**src/rtl/mem_access_ctrl.sv**
```systemverilog
// Memory access sequencer: arbitrates one fetch port and one data port onto the
// MAR/MDR/memory datapath and generates its load, read and write strobes.
module mem_access_ctrl #(
  parameter int ADDR_W = 9,
  parameter int DATA_W = 32
) (
  input  logic              clk,
  input  logic              reset,
  input  logic              f_req,
  input  logic [ADDR_W-1:0] f_addr,
  output logic              f_ack,
  output logic [DATA_W-1:0] f_rdata,
  input  logic              d_req,
  input  logic              d_we,
  input  logic [ADDR_W-1:0] d_addr,
  input  logic [DATA_W-1:0] d_wdata,
  output logic              d_ack,
  output logic [DATA_W-1:0] d_rdata,
  input  logic [DATA_W-1:0] mdr_q,
  output logic [DATA_W-1:0] bus_out,
  output logic              bus_drive,
  output logic              MAR_rd,
  output logic              MDR_rd,
  output logic              Read,
  output logic              Write,
  output logic              busy
);

  typedef enum logic [2:0] {
    S_IDLE,
    S_ADDR,
    S_RD,
    S_WDAT,
    S_WR,
    S_DONE
  } state_t;

  typedef enum logic {
    PORT_F = 1'b0,
    PORT_D = 1'b1
  } port_t;

  state_t            state_q, state_d;
  port_t             gnt_q, gnt_d;
  port_t             last_q, last_d;
  port_t             pick;
  logic              we_q, we_d;
  logic [ADDR_W-1:0] addr_q, addr_d;
  logic [DATA_W-1:0] wdata_q, wdata_d;

  // Round-robin on a tie: the port that did not win last time goes first.
  always_comb begin
    if (f_req && d_req) pick = (last_q == PORT_D) ? PORT_F : PORT_D;
    else                pick = d_req ? PORT_D : PORT_F;
  end

  // NOTE: every signal assigned in an always_comb gets a default first, so no
  // path through the case leaves it unassigned and no latch is inferred.
  always_comb begin
    state_d = state_q;
    gnt_d   = gnt_q;
    last_d  = last_q;
    we_d    = we_q;
    addr_d  = addr_q;
    wdata_d = wdata_q;
    unique case (state_q)
      S_IDLE: begin
        if (f_req || d_req) begin
          gnt_d   = pick;
          last_d  = pick;
          we_d    = (pick == PORT_D) && d_we;
          addr_d  = (pick == PORT_D) ? d_addr : f_addr;
          wdata_d = d_wdata;
          state_d = S_ADDR;
        end
      end
      S_ADDR:  state_d = we_q ? S_WDAT : S_RD;
      S_RD:    state_d = S_DONE;
      S_WDAT:  state_d = S_WR;
      S_WR:    state_d = S_DONE;
      S_DONE:  state_d = S_IDLE;
      default: state_d = S_IDLE;
    endcase
  end

  // NOTE: flops use non-blocking assignments so each one samples the
  // pre-edge value of every other flop regardless of evaluation order.
  always_ff @(posedge clk or posedge reset) begin
    if (reset) begin
      state_q <= S_IDLE;
      gnt_q   <= PORT_F;
      last_q  <= PORT_D;
      we_q    <= 1'b0;
      addr_q  <= '0;
      wdata_q <= '0;
    end else begin
      state_q <= state_d;
      gnt_q   <= gnt_d;
      last_q  <= last_d;
      we_q    <= we_d;
      addr_q  <= addr_d;
      wdata_q <= wdata_d;
    end
  end

  // Moore outputs: decoded from the state register only, so an asynchronous
  // reset clears every strobe immediately.
  always_comb begin
    bus_out   = '0;
    bus_drive = 1'b0;
    MAR_rd    = 1'b0;
    MDR_rd    = 1'b0;
    Read      = 1'b0;
    Write     = 1'b0;
    f_ack     = 1'b0;
    d_ack     = 1'b0;
    unique case (state_q)
      S_ADDR: begin
        bus_out   = DATA_W'(addr_q);
        bus_drive = 1'b1;
        MAR_rd    = 1'b1;
      end
      S_RD: begin
        Read   = 1'b1;
        MDR_rd = 1'b1;
      end
      S_WDAT: begin
        bus_out   = wdata_q;
        bus_drive = 1'b1;
        MDR_rd    = 1'b1;
      end
      S_WR:    Write = 1'b1;
      S_DONE: begin
        f_ack = (gnt_q == PORT_F);
        d_ack = (gnt_q == PORT_D);
      end
      default: ;
    endcase
  end

  assign busy    = (state_q != S_IDLE);
  assign f_rdata = mdr_q;
  assign d_rdata = mdr_q;

endmodule

```
**config.mk**
```make
export PLATFORM = sky130hd
export DESIGN_NAME = mem_access_ctrl
export DESIGN_NICKNAME = d
export VERILOG_FILES = /design/src/rtl/mem_access_ctrl.sv
export SDC_FILE = /design/constraint.sdc
export NUM_CORES = 1
export LEC_CHECK = 0
export ABC_AREA = 0
export BUFFER_PORTS_ARGS = -buffer_cell sky130_fd_sc_hd__buf_4
export CELL_PAD_IN_SITES_DETAIL_PLACEMENT = 1
export CELL_PAD_IN_SITES_GLOBAL_PLACEMENT = 1
export CORE_MARGIN = 2
export CORE_UTILIZATION = 27
export CTS_CLUSTER_DIAMETER = 50
export DETAILED_ROUTE_END_ITERATION = 8
export HOLD_SLACK_MARGIN = 0.03
export PLACE_DENSITY_LB_ADDON = 0.1
export SYNTH_ARGS = -nofsm -noshare
export SYNTH_HDL_FRONTEND = slang
export SYNTH_SLANG_ARGS = --single-unit
```
**constraint.sdc**
```tcl
create_clock -name clk -period 1.9 [get_ports clk]
set_clock_uncertainty 0.15 [all_clocks]
set_input_delay 0.285 -clock clk [delete_from_list [all_inputs] [get_ports clk]]
set_output_delay 0.285 -clock clk [all_outputs]
set_load 0.03 [all_outputs]
```
After elaboration in Yosys (flattened, before gate mapping)
Index checks and enable logic that the tools add are counted.
{ "op_classes": {"n_eq_ne": 6, "mux": 15, "bitwise": 1, "n_reduce_logical": 9} }
{ "ops": {"columns": ["op", "n"], "rows": [
  ["32-bit one-hot mux with 2 select lines", 1],
  ["3-bit one-hot mux with 4 select lines", 1],
  ["1-bit 2-to-1 mux", 11],
  ["9-bit 2-to-1 mux", 1],
  ["3-bit by 2-bit == test with 1-bit output, second input constant", 2],
  ["3-bit == test, second input constant", 2],
  ["2-bit OR reduction", 3],
  ["3-bit by 1-bit == test with 1-bit output, second input constant", 1],
  ["3-bit logical NOT", 1],
  ["3-bit 2-to-1 mux", 1],
  ["3-bit nonzero test", 1],
  ["1-bit logical AND", 2],
  ["2-bit != test, second input constant", 1],
  ["2-bit AND reduction", 1],
  ["1-bit logical OR", 1],
  ["1-bit NOT", 1]
]} }
{ "totals": {"reg_bits": 47, "in_bits": 87, "out_inout_bits": 104, "word_cells": 37} }

Longest topological paths before layout
Gate-level depths: netlist of run 1.
{ "depth": {"ltp_word": 3, "mapped_depth": 6, "mapped_depth_nobuf": 4} }

Worst setup path after synthesis of run 1
Ideal clock, no wire load.
{ "synth_path": {"path_type": "flip-flop to output port", "from": "reg state_q[2]", "to": "out bus_out[10]", "arrival_time_ns": 1.573, "required_ns": 1.465, "path_slack_ns": -0.108, "path_stages_with_launch": 6, "n_path_buf": 2, "cell_sequence": "dfrtp_1 -> buf_6 -> nand2b_1 -> inv_1 -> clkbuf_1 -> and3_1"} }
{ "synth_via": {"elab_chain_len": 2} }
{ "synth_rtl": {"columns": ["element", "line", "source"], "rows": [
  ["start: declaration", "43", "state_t state_q, state_d;"],
  ["start signal: assignment", "97", "state_q <= state_d;"],
  ["3-bit by 2-bit == test with 1-bit output or 3-bit by 1-bit == test with 1-bit output (tied branches)", "117", "unique case (state_q)"],
  ["32-bit one-hot mux with 2 select lines *", "117", null],
  ["end: declaration", "20", "output logic [DATA_W-1:0] bus_out,"]
]} }
Mark *: on every way between the ends. The rest lies on a longest branch, timed or not.

Final worst setup path of run 1
{ "layout_path": {"from": "reg state_q[2]", "to": "out bus_out[14]"} }
Same word-level chain as after synthesis.

==> impl_metrics.tcl, run 1 <==
set metrics [dict create \
    hold_end "we_q" \
    fin_crit_ns 1.89 \
    fmax_mhz 529 \
    cts_root_buf "clkbuf_8" \
    rr_endpoint "wdata_q[24]" \
    synth_nets 334 \
    cts.reportedPaths.clkPinSlew_ns 0.09 \
    antenna_cells 0 \
    wl_per_cell_um 16.3 \
    htreeDepth 2 \
    yosysWarnings 0 \
    drc_errors 0 \
    ys_async_sr_fraction_pct 100 \
    preCtsSetupSlack_ns 0.127 \
    multi_input_area_um2 1070 \
    wl_met2_um 3230 \
    synth_edf_count 0 \
    avgSynthCellArea_um2 11.1 \
    drv_slew 0 \
    yosysSeqAreaShare_pct 43.0 \
    firstDrtPassIters 4 \
    cp-start-kind "flip-flop" \
    cpLargestDelayFamily "flip-flops" \
    min_path_type "input pin to flip-flop" \
    grt_max_degree 25 \
    fin_nets 377 \
    worst_slack_ns 0.00842 \
    gp_congestion 0.685 \
    vias 1857 \
    grt-ovfl-total 0 \
    die_x_um 105 \
    cts_inserted_buffers 5 \
    antenna_found_initial 0 \
    seq_area_um2 1180 \
    wl_met3_um 551 \
    ant_nets 0 \
    ys.flop_type "dfrtp_1" \
    vias_per_cell 4.38 \
    synth_cell_types 28 \
    wl_met1_um 3100 \
    io_pins 191 \
    die_area_um2 11000 \
    endpoint_kind "primary output" \
    period_share_pct 99.6 \
    clk_path_buf_depth 2 \
    slew_headroom_pct 68.7 \
    ys_ff_latch 47 \
    critical_path_class "flip-flop to primary output" \
    min-delay-start "d_we" \
    rsz0062_at_grt "yes" \
    grt_pass1_vias 2058 \
    core.rowCount 36 \
    worstSkewPairLatency_ns 0.30 \
    slowest_stage "dfrtp_2" \
    power_density_nw_per_um2 1600 \
    drtIter0Drc 44 \
    top_layer "met4" \
    reg2reg_from "state_q[2]" \
    path_cells "nand2b_4 -> inv_8 -> clkbuf_16 -> and3_4 -> buf_6" \
    chipHeight_um 105 \
    n_fill_cell 1123 \
    crit_required_ns 1.46 \
    syn-cell-area_um2 2740 \
    rrSetupSlack_ns 0.12 \
    whs_ns 0.0538 \
    reg2reg_depth 6 \
    status "completed" \
    wl_um 6920 \
    ir_drop_uv 654 \
    core_um2 9820 \
    cts.sinks 47 \
    start_util_pct 27.9 \
    worst_pin_slew_ns 0.469 \
    slowest_delay_ns 0.44 \
    path_buf_inv 3 \
    cp_max_fo 6 \
    drive_gt1_share_pct 66.0 \
    maxCapViolations 0 \
    setup_viol 0 \
    leakagePower_nw 1.63 \
    grt_use_total_pct 12.8 \
    grt_pass1_wl_um 11000 \
    synthCells 247 \
    portBuffers 94 \
    critPathArrivalTime_ns 1.46 \
    dpl.hpwl_um 4780 \
    finalHoldViolCount 0 \
    areaGrowthSynthToFinish_pct 31.5 \
    cts_tree "done" \
    hold_depth 2 \
]
==> cell usage in the layout, fill, tap and decap left out, types with 2 or more instances in the layout <==
cell | netlist | final
nor2_1 | 13 | 11
clkbuf_8 | 0 | 6
buf_12 | 0 | 5
a31oi_1 | 2 | 2
inv_2 | 1 | 2
mux2i_1 | 9 | 8
or3_1 | 9 | 9
dfrtp_2 | 0 | 3
mux2_2 | 32 | 32
and3_4 | 0 | 14
nor2_2 | 0 | 2
buf_6 | 5 | 26
o221a_2 | 9 | 9
nor3b_2 | 0 | 2
dfrtp_1 | 46 | 43
buf_4 | 66 | 79
nand2b_4 | 0 | 3
a21oi_1 | 3 | 3
and3_1 | 23 | 9
inv_1 | 4 | 2
dlygate4sd3_1 | 0 | 2
==> synth_stat cells, drive strengths merged, types with 2 or more instances <==
cell / n / area [um2]
a21oi: 3 / 15.0
a31oi: 2 / 12.5
clkbuf: 6 / 22.5
o221a: 9 / 101
mux2: 32 / 360
and3: 23 / 144
mux2i: 9 / 90.1
inv: 5 / 18.8
dfrtp: 46 / 1150
nand2b: 4 / 25.0
or3: 9 / 56.3
nor3: 2 / 21.3
buf: 72 / 557
nor3b: 3 / 22.5
nor2: 14 / 60.1
==> how the worst max path moves through the flow <==
stage | from | endpoint | slack (ns) | cells past startpoint
finish | state_q[2] | bus_out[14] | 0.008 | 5
global route | state_q[2] | bus_out[14] | -0.05 | 5
CTS | state_q[0] | MAR_rd | -0.002 | 3
detailed placement | state_q[2] | wdata_q[5] | 0.13 | 5
global placement | state_q[2] | wdata_q[6] | 0.16 | 5
floorplan | state_q[1] | MAR_rd | 0.02 | 3
==> worst reg2reg max path, cell delays in order, from the launching register on <==
cell,delay [ns]
dfrtp_2,0.44
buf_12,0.14
nor3_4,0.13
inv_2,0.08
nor2_4,0.16
buf_12,0.19
mux2_2,0.37
==> final cells by class <==
class | count | share of cell area, %
Multi-Input combinational cell | 117 | 29.8
Timing Repair Buffer | 114 | 29.4
Clock inverter | 1 | 0.243
Clock buffer | 7 | 2.40
Tap cell | 133 | 4.62
Inverter | 5 | 0.730
Sequential cell | 47 | 32.8
==> timing repair <==
action / CTS / global route
setup endpoints to repair: 33 / 30
hold buffers: 2 / 0
gates resized for setup: 43 / 14
buffers inserted: 3 / 1
pin swaps: 1 / 6
cloned: 1 / 1
endpoints found under the hold margin: 17 / 0
==> stage by stage <==
stage	setup TNS [ns]	total power, mW	instance area [um2]	utilization [%]	instances
2_1_floorplan	0	3.99	2740	-	247
3_3_place_gp	0	4.67	3170	32.3	408
3_5_place_dp	0	4.72	3170	32.3	408
4_1_cts	-0.00182	5.71	3520	35.8	422
5_1_grt	-0.769	6.15	3600	36.7	424
6_report	0	5.75	3600	36.7	424
==> power breakdown <==
part | total, mW | switching, mW | leakage (nW) | internal (mW)
logic | 3.29 | 1.61 | 1.03 | 1.67
clock network | 0.639 | 0.340 | 0.0484 | 0.299
registers | 1.82 | 0.298 | 0.544 | 1.52
total | 5.75 | 2.25 | 1.63 | 3.49
==> layer usage <==
metal | up-vias | global-route usage (%)
met2 | 83 | 20.5
met4 | 0 | 3.52
met1 | 897 | 16.8
met3 | 4 | 3.87
met5 | - | 0
li1 | 873 | -
==> sequential cells by signal (all words and copies together) (netlist names) <==
name and count:
gnt_q 1, state_q 3, wdata_q 32, last_q 1, we_q 1, addr_q 9
==> kinds of logic after synthesis <==
group | Yosys count | synth area share, %
AO/OA/AOI/OAI | 18 | 5.90
flip-flops | 47 | 43.0
buffers and inverters | 83 | 21.8
multiplexers | 41 | 16.5
AND/OR/NAND/NOR | 58 | 12.8
Power figures use the tool's default switching activity.
==> run 2, diff against run 1 <==
==> config.mk (replaced) <==
export PLATFORM = sky130hd
export DESIGN_NAME = mem_access_ctrl
export DESIGN_NICKNAME = d
export VERILOG_FILES = /design/src/rtl/mem_access_ctrl.sv
export SDC_FILE = /design/constraint.sdc
export NUM_CORES = 1
export LEC_CHECK = 0
export ABC_AREA = 0
export BUFFER_PORTS_ARGS = -buffer_cell sky130_fd_sc_hd__buf_4
export CORE_MARGIN = 2
export CORE_UTILIZATION = 38
export CTS_CLUSTER_DIAMETER = 50
export DETAILED_ROUTE_END_ITERATION = 8
export HOLD_SLACK_MARGIN = 0.03
export PLACE_DENSITY = 0.78
export SYNTH_ARGS = -nofsm -noshare
export SYNTH_HDL_FRONTEND = slang
export SYNTH_SLANG_ARGS = --single-unit
==> impl_metrics.tcl, run 2 (synthesis gave the netlist of run 1 again) <==
set metrics [dict create \
    status "completed" \
    post-route-util_pct 49.5 \
    htreeDepth 2 \
    cts_root_buf "clkbuf_8" \
    largest_registers "wdata_q (32), addr_q (9), state_q (3)" \
    endpoint "f_ack" \
    wl_um 6510 \
    leakagePower_nw 1.62 \
    setup_viol 0 \
    fin_crit_ns 1.88 \
    grt_pass1_wl_um 9400 \
    final_common_cell "buf_4" \
    drv_slew 0 \
    antenna_found_initial 0 \
    whs_ns 0.0557 \
    vias_per_cell 4.90 \
    core_um2 6870 \
    mostFrequentLayoutCells "95 x buf_4, 43 x dfrtp_1, 30 x mux2_2" \
    core.rowCount 30 \
    grt_pass1_vias 1879 \
    rsz0062_at_grt "yes" \
    vias 1897 \
    finalHoldViolCount 0 \
    cp_max_fo 7 \
    clk_path_buf_depth 2 \
    drive_gt1_share_pct 62.5 \
    maxCapViolations 0 \
    fin_nets 377 \
    die_x_um 88.9 \
    crit_required_ns 1.46 \
    power_density_nw_per_um2 1650 \
    die_area_um2 7900 \
    portBuffers 94 \
    grt_use_total_pct 15.3 \
    cts_inserted_buffers 5 \
    cp-startpoint "state_q[1]" \
    min_path_type "input pin to flip-flop" \
    reg2reg_depth 6 \
    period_share_pct 99.1 \
    power_mw 5.60 \
    rr_endpoint "wdata_q[2]" \
    slew_headroom_pct 69.0 \
    endpoint_kind "primary output" \
    dpl.hpwl_um 4320 \
    regMostFlops "wdata_q" \
    io_pins 191 \
    wl_per_cell_um 16.8 \
    fmax_mhz 531 \
    firstDrtPassIters 4 \
    areaGrowthSynthToFinish_pct 24.3 \
    rrSetupSlack_ns 0.03 \
    chipHeight_um 88.9 \
    reg2reg_from "state_q[1]" \
    drtIter0Drc 89 \
    drc_errors 0 \
    ir_drop_uv 730 \
    cts.reportedPaths.clkPinSlew_ns 0.09 \
    critical_path_class "flip-flop to primary output" \
    grt-ovfl-total 0 \
    cp-start-kind "flip-flop" \
    n_fill_cell 615 \
    critPathArrivalTime_ns 1.45 \
    antenna_cells 0 \
    gp_congestion 0.752 \
    worst_pin_slew_ns 0.464 \
    grt_max_degree 34 \
    worstSkewPairLatency_ns 0.29 \
    start_util_pct 39.9 \
    ant_nets 0 \
    largest_reg_flops 32 \
    cts_tree "done" \
    cts.sinks 47 \
]
[run 2: cell count changes in the layout (fill, tap and decap cells not counted), sizes merged]
cell	previous run	this run
buf	111	112
clkbuf	8	9
clkinv	1	0
dlygate4sd3	2	1
[run 2: what timing repair did]
item,4_1_cts,5_1_grt
gates resized for setup,9,27
buffers inserted,2,1
cloned,1,4
hold endpoints to repair,19,0
hold buffers,1,0
pin swaps,0,3
endpoints found under the setup margin,35,35
[run 2: metrics by stage]
stage | setup slack, ns | TNS (ns) | cells | area (um2)
final | 0.0171 | 0 | 387 | 3400
after detailed placement | 0.112 | 0 | 370 | 3090
after global routing | -0.0494 | -0.226 | 387 | 3400
after floorplan | 0.0219 | 0 | 247 | 2740
after CTS | -0.0546 | -0.0846 | 382 | 3250
after global placement | 0.148 | 0 | 370 | 3090
[run 2: layer usage]
layer | global-route usage, % | wire length, um | vias up
met5 | 0 | 0 | -
li1 | - | - | 875
met2 | 24.1 | 3130 | 73
met4 | 5.92 | 166 | 0
met3 | 3.73 | 399 | 26
met1 | 20.4 | 2820 | 923
[run 2: worst max-delay path, stage by stage (launching register included)]
cell,delay [ns]
dfrtp_2,0.46
buf_4,0.18
nand2b_4,0.16
nor3b_2,0.17
buf_4,0.18
[run 2: report_power, final]
part	switching (mW)	internal (mW)
Combinational	1.58	1.55
Clock	0.326	0.333
Sequential	0.295	1.52
[run 2: area by class of cell]
class                   instances  area, um2  share of cell area [%]
multi-input cells             117       1030                    30.2
clock buffers                   8        100                    2.94
inverters                       5       23.8                   0.699
well taps                      96        120                    3.53
flip-flops and latches         47       1180                    34.7
repair buffers                114        951                    27.9
[run 2: how the worst min path moves through the flow]
stage | start | cells after the start | end | slack [ns]
detailed placement | reset | 2 | wdata_q[13] | 0.19
global placement | reset | 2 | wdata_q[13] | 0.17
global route | d_we | 2 | we_q | 0.04
floorplan | f_req | 1 | last_q | 0.20
CTS | f_req | 2 | last_q | 0.04
finish | d_we | 2 | we_q | 0.06
